File: src/rtl/load_reg_pkg.sv
// Shared definitions for the double-buffered load register bank:
// operation modes and the flattened-bus channel slice helper.
package load_reg_pkg;

  typedef enum logic [1:0] {
    MODE_LOAD = 2'd0,
    MODE_SHL  = 2'd1,
    MODE_SHR  = 2'd2,
    MODE_INC  = 2'd3
  } mode_e;

  // Low bit index of channel ch inside a flattened DEPTH*WIDTH bus.
  function automatic int unsigned chan_lo(input int unsigned ch, input int unsigned width);
    return ch * width;
  endfunction

endpackage

File: src/rtl/load_reg_cell.sv
// One channel of the bank: a shadow register written by the mode mux,
// and an active register that only takes the shadow on the bank-wide commit.
module load_reg_cell
  import load_reg_pkg::*;
#(
  parameter int                WIDTH     = 8,
  parameter logic [WIDTH-1:0]  RESET_VAL = '0
) (
  input  logic             clk,
  input  logic             reset,
  input  logic             clear,
  input  logic             sel,
  input  mode_e            op,
  input  logic [WIDTH-1:0] value,
  input  logic             ser_in,
  input  logic             commit,
  output logic [WIDTH-1:0] q,
  output logic             pending,
  output logic             wrap
);

  logic [WIDTH-1:0] shadow;
  logic [WIDTH-1:0] shadow_nxt;

  always_comb begin
    shadow_nxt = shadow;
    case (op)
      MODE_LOAD: shadow_nxt = value;
      MODE_SHL:  shadow_nxt = {shadow[WIDTH-2:0], ser_in};
      MODE_SHR:  shadow_nxt = {ser_in, shadow[WIDTH-1:1]};
      MODE_INC:  shadow_nxt = shadow + WIDTH'(1);
      default:   shadow_nxt = shadow;
    endcase
  end

  // Unregistered here; the top registers the OR of all cells into carry.
  assign wrap = sel && (op == MODE_INC) && (&shadow);

  always_ff @(posedge clk or posedge reset) begin
    if (reset) begin
      shadow  <= RESET_VAL;
      q       <= RESET_VAL;
      pending <= 1'b0;
    end else if (clear) begin
      shadow  <= RESET_VAL;
      q       <= RESET_VAL;
      pending <= 1'b0;
    end else begin
      if (sel)
        shadow <= shadow_nxt;
      // A same-cycle operation is forwarded so the commit sees the new shadow.
      if (commit) begin
        q       <= sel ? shadow_nxt : shadow;
        pending <= 1'b0;
      end else if (sel) begin
        pending <= 1'b1;
      end
    end
  end

endmodule

File: src/rtl/load_reg_bank.sv
// Bank of DEPTH double-buffered load registers that all switch together on
// commit, so downstream configuration never sees a partial update.
module load_reg_bank
  import load_reg_pkg::*;
#(
  parameter int               WIDTH     = 8,
  parameter int               DEPTH     = 4,
  parameter logic [WIDTH-1:0] RESET_VAL = '0,
  localparam int              AW        = (DEPTH > 1) ? $clog2(DEPTH) : 1
) (
  input  logic                   clk,
  input  logic                   reset,
  input  logic                   clear,
  input  logic                   load,
  input  logic [AW-1:0]          addr,
  input  logic [1:0]             mode,
  input  logic [WIDTH-1:0]       value,
  input  logic                   ser_in,
  input  logic                   commit,
  output logic [DEPTH*WIDTH-1:0] q,
  output logic [DEPTH-1:0]       pending,
  output logic                   carry,
  output logic                   addr_err
);

  logic             in_range;
  logic [DEPTH-1:0] sel;
  logic [DEPTH-1:0] wrap;
  mode_e            op;

  // Extra bit keeps the compare correct when DEPTH == 2**AW.
  assign in_range = ({1'b0, addr} < (AW + 1)'(DEPTH));
  assign op       = mode_e'(mode);

  for (genvar i = 0; i < DEPTH; i++) begin : g_ch
    assign sel[i] = load && in_range && (addr == AW'(i));

    load_reg_cell #(
      .WIDTH     (WIDTH),
      .RESET_VAL (RESET_VAL)
    ) u_cell (
      .clk     (clk),
      .reset   (reset),
      .clear   (clear),
      .sel     (sel[i]),
      .op      (op),
      .value   (value),
      .ser_in  (ser_in),
      .commit  (commit),
      .q       (q[chan_lo(i, WIDTH) +: WIDTH]),
      .pending (pending[i]),
      .wrap    (wrap[i])
    );
  end

  always_ff @(posedge clk or posedge reset) begin
    if (reset) begin
      carry    <= 1'b0;
      addr_err <= 1'b0;
    end else if (clear) begin
      carry    <= 1'b0;
      addr_err <= 1'b0;
    end else begin
      carry    <= |wrap;
      addr_err <= load && !in_range;
    end
  end

endmodule

File: config.mk
export PLATFORM = sky130hd
export DESIGN_NAME = load_reg_bank
export DESIGN_NICKNAME = d
export VERILOG_FILES = /design/src/rtl/load_reg_pkg.sv /design/src/rtl/load_reg_cell.sv /design/src/rtl/load_reg_bank.sv
export SDC_FILE = /design/constraint.sdc
export NUM_CORES = 1
export LEC_CHECK = 0
export CORE_MARGIN = 2
export CORE_UTILIZATION = 35
export CTS_CLUSTER_SIZE = 24
export DETAILED_ROUTE_END_ITERATION = 7
export MAX_ROUTING_LAYER = met4
export SLEW_MARGIN = 15
export SYNTH_ARGS = -nofsm -noshare
export SYNTH_HDL_FRONTEND = slang
export SYNTH_HIERARCHICAL = 1
export SYNTH_SLANG_ARGS = --single-unit
File: constraint.sdc
create_clock -name clk -period 3.5 [get_ports clk]
set_input_delay 0.7 -clock clk [delete_from_list [all_inputs] [get_ports clk]]
set_output_delay 0.7 -clock clk [all_outputs]
set_load 0.005 [all_outputs]
==> results.md <==
* Yosys top cell area share at 0.3915
* IO buf count at 54
* EDFF count, synth at 0
* Minimum clock period at 2.516 ns
* Final wirelength at 11,620 microns
* Cell with the most instances after synthesis: dfrtp_1
* Initial Util at 0.3538
* Cells along the critical path: clkdlybuf4s50_1 > and3b_1 > nand3_1 > or2_2 > a31oi_1 > a311oi_1
* Post-synth cell types at 48
* DP Wirelength at 7884 microns
* Critical Path Fanout Max at 18
* Full die area at 13,520 sq um
* Clock sink count at 69
* Run status: completed
* Element type at the critical path end: register
* Final Power at 2.058 mW
* Final Hold Viols at 0
* Initial antenna violation count at 0
* Number of vias per cell at 5.542
* Worst Tran Pin Value at 0.7222 ns
* Core area at 12,470 sq um
* Inserted Diodes at 0
* Bufs on Longest Clock Path at 2
* Share of layout cells above drive strength 1 at 0.1131
* Area growth syn-to-layout at 19.43%
* Synthesized area per cell at 9.444 sq um
* TritonCTS Buffers at 9
* Syn Std Cell Area at 4410 sq um
* Setup bufs post-CTS at 0
* Final period util at 0.7188
* R2R cell count at 5
* P_leak at approximately 2.1 nW
* Vias post-DR at ~3,800
* Cell taking the most area after synthesis: dfrtp_1
* Asr flop ratio synth at 1.000
* Root Buffer: clkbuf_16
* Cell Count, Final, Fillers Out at 685
* Synth Net Count at 489
* Max-slew violations at 0
* #FFs+latches synth at 69
* DRT Pass-1 Iters at 4
* Number of nets in the layout at 531
* CP required at 3.67 ns
* Ys Warns at 6
* Critical Path AT at 2.68 ns
* # DRC at 0
* Placed cells at 670
* Worst-path clk slew at 0.05 ns
* Synth cell count leaders: dfrtp_1, nor2_1, nand2_1, a21oi_1, inv_1
* PwrDens at 390.7 nW/um^2
* Most used flip-flop cell after synthesis: dfrtp_1
* Die Ht at 116.3 microns
* TritonCTS clock tree: done
* # Max-Cap Violations at 0
* RD Place Congestion at about 0.84
* Wirelength per Cell at 16.97 microns
* Max stage delay on crit path at 0.62 ns
* Final setup violation count at 0
* Top post-synthesis cells by area: dfrtp_1, mux2i_1, mux4_2
* Max-slew headroom at 0.5186
* Die W at 116.3 microns
* Sequential area share after synthesis at 0.3915
* Crit start category: input port
* Initial DRC Count at 259
* H-Tree Depth at 3
* Number of global-route vias before repair at 3,709
* Crit Path Category: input port to register
* Slowest CP cell: and3b_1
* Post_cts resized at 0
* Ports at 56
* Hold Path Depth at 2
* Total gr overflow at 0
* Unrepaired setup endpoints after global routing: false
* Routed Antenna Nets at 0
* Largest net degree at the start of global routing at 73
* Post-CTS Hold Buffers at 0
* Worst hold path type: register to register
* All-Layer GR Usage at 0.1913
* Post-Syn Instances at 467
* Setup_tns at 0 ns
* Clock latency on the worst-skew pair at 0.34 ns
* First-pass GRT wire length at 19,420 microns
* Clock skew at 0.006629 ns
* Rows at just over 40
* Core Util, Final at 0.4226
* VDD IR max at between 0.00015 and 0.0002 V
* Max Fclk at around 0.40 GHz
-- where the power goes --
part	switching, mW	internal, mW	total [mW]	leakage, nW
clock network	0.334	0.573	0.907	0.148
registers	0.0323	0.831	0.864	0.933
logic	0.158	0.130	0.288	1.07
-- flip-flops by register name, summed over array words and instances (netlist names) --
name,count
carry,1
g_ch.u_cell/pending,4
g_ch.u_cell/q,32
g_ch.u_cell/shadow,32
-- kinds of logic (layout without fill, tap and decap cells) --
group                    count (synthesis)  after routing  share of synthesized area
AO/OA/AOI/OAI                          129            129                     0.2020
flip-flops                              69             69                     0.3915
other                                    1              1                  0.0008502
multiplexers                            28             28                    0.08624
adder cells (fa/ha/maj)                  4              4                    0.01135
AND/OR/NAND/NOR                        169            169                     0.2082
buffers and inverters                   59            105                    0.08397
XOR/XNOR                                 8              8                    0.01588
-- critical path: cells and delay by family --
kind                   cells  cell delay (ns)
AO/OA/AOI/OAI              2             0.35
buffers and inverters      1             0.52
AND/OR/NAND/NOR            3             1.11
-- cell type report --
type	count	area (sq um)
clock buffers	15	297.8
multi-input cells	339	2318
inverters	25	93.84
well taps	172	215.2
fillers	1245	7198
repair buffers	65	615.6
flip-flops and latches	69	1727
-- per-stage QoR --
| stage | area [sq um] | hold slack, ns | worst slack, ns |
|---|---|---|---|
| 3_3_place_gp | 4970 | 0.5367 | 0.7196 |
| 4_1_cts | 5268 | 0.5556 | 1.008 |
| 6_report | 5268 | 0.5534 | 0.9842 |
| 2_1_floorplan | 4410 | 0.4287 | 1.576 |
| 3_5_place_dp | 4970 | 0.5480 | 0.6815 |
| 5_1_grt | 5268 | 0.5697 | 0.8027 |
-- layout by cell type, fill, tap and decap left out, types with 12 or more instances in the layout --
cell             count
a21oi_1             27
a311oi_1            15
clkdlybuf4s50_1     50
dfrtp_1             69
inv_1               25
mux2i_1             20
nand2_1             31
nand3_1             17
nor2_1              43
nor3_1              16
o211ai_1            12
o21ai_0             14
or3_1               12
-- routing by layer --
metal / GRT usage / up-vias / routed length (microns)
li1: - / 1829 / -
met5: - / - / 0
met1: 0.2574 / 1850 / 5472
met4: 0.07143 / 0 / 238
met3: 0.03425 / 19 / 456
met2: 0.2891 / 98 / 5456
-- final timing paths --
| check | start | to | slack (ns) |
|---|---|---|---|
| max reg2reg | g_ch[0].u_cell/shadow[1]$_DFF_PP0_ | g_ch[0].u_cell/q[6]$_DFFE_PP0N_ | 1.79 |
| min in group asynchronous | reset | carry$_DFF_PP0_ | 0.65 |
| min reg2reg | g_ch[2].u_cell/q[1]$_DFFE_PP0N_ | g_ch[2].u_cell/q[1]$_DFFE_PP0N_ | 0.55 |
| min | g_ch[2].u_cell/q[1]$_DFFE_PP0N_ | g_ch[2].u_cell/q[1]$_DFFE_PP0N_ | 0.55 |
| max | addr[1] | g_ch[2].u_cell/q[6]$_DFFE_PP0N_ | 0.98 |
| max in group asynchronous | reset | g_ch[1].u_cell/q[5]$_DFFE_PP0N_ | 2.12 |
No activity file was read; power rests on OpenSTA's default activity.
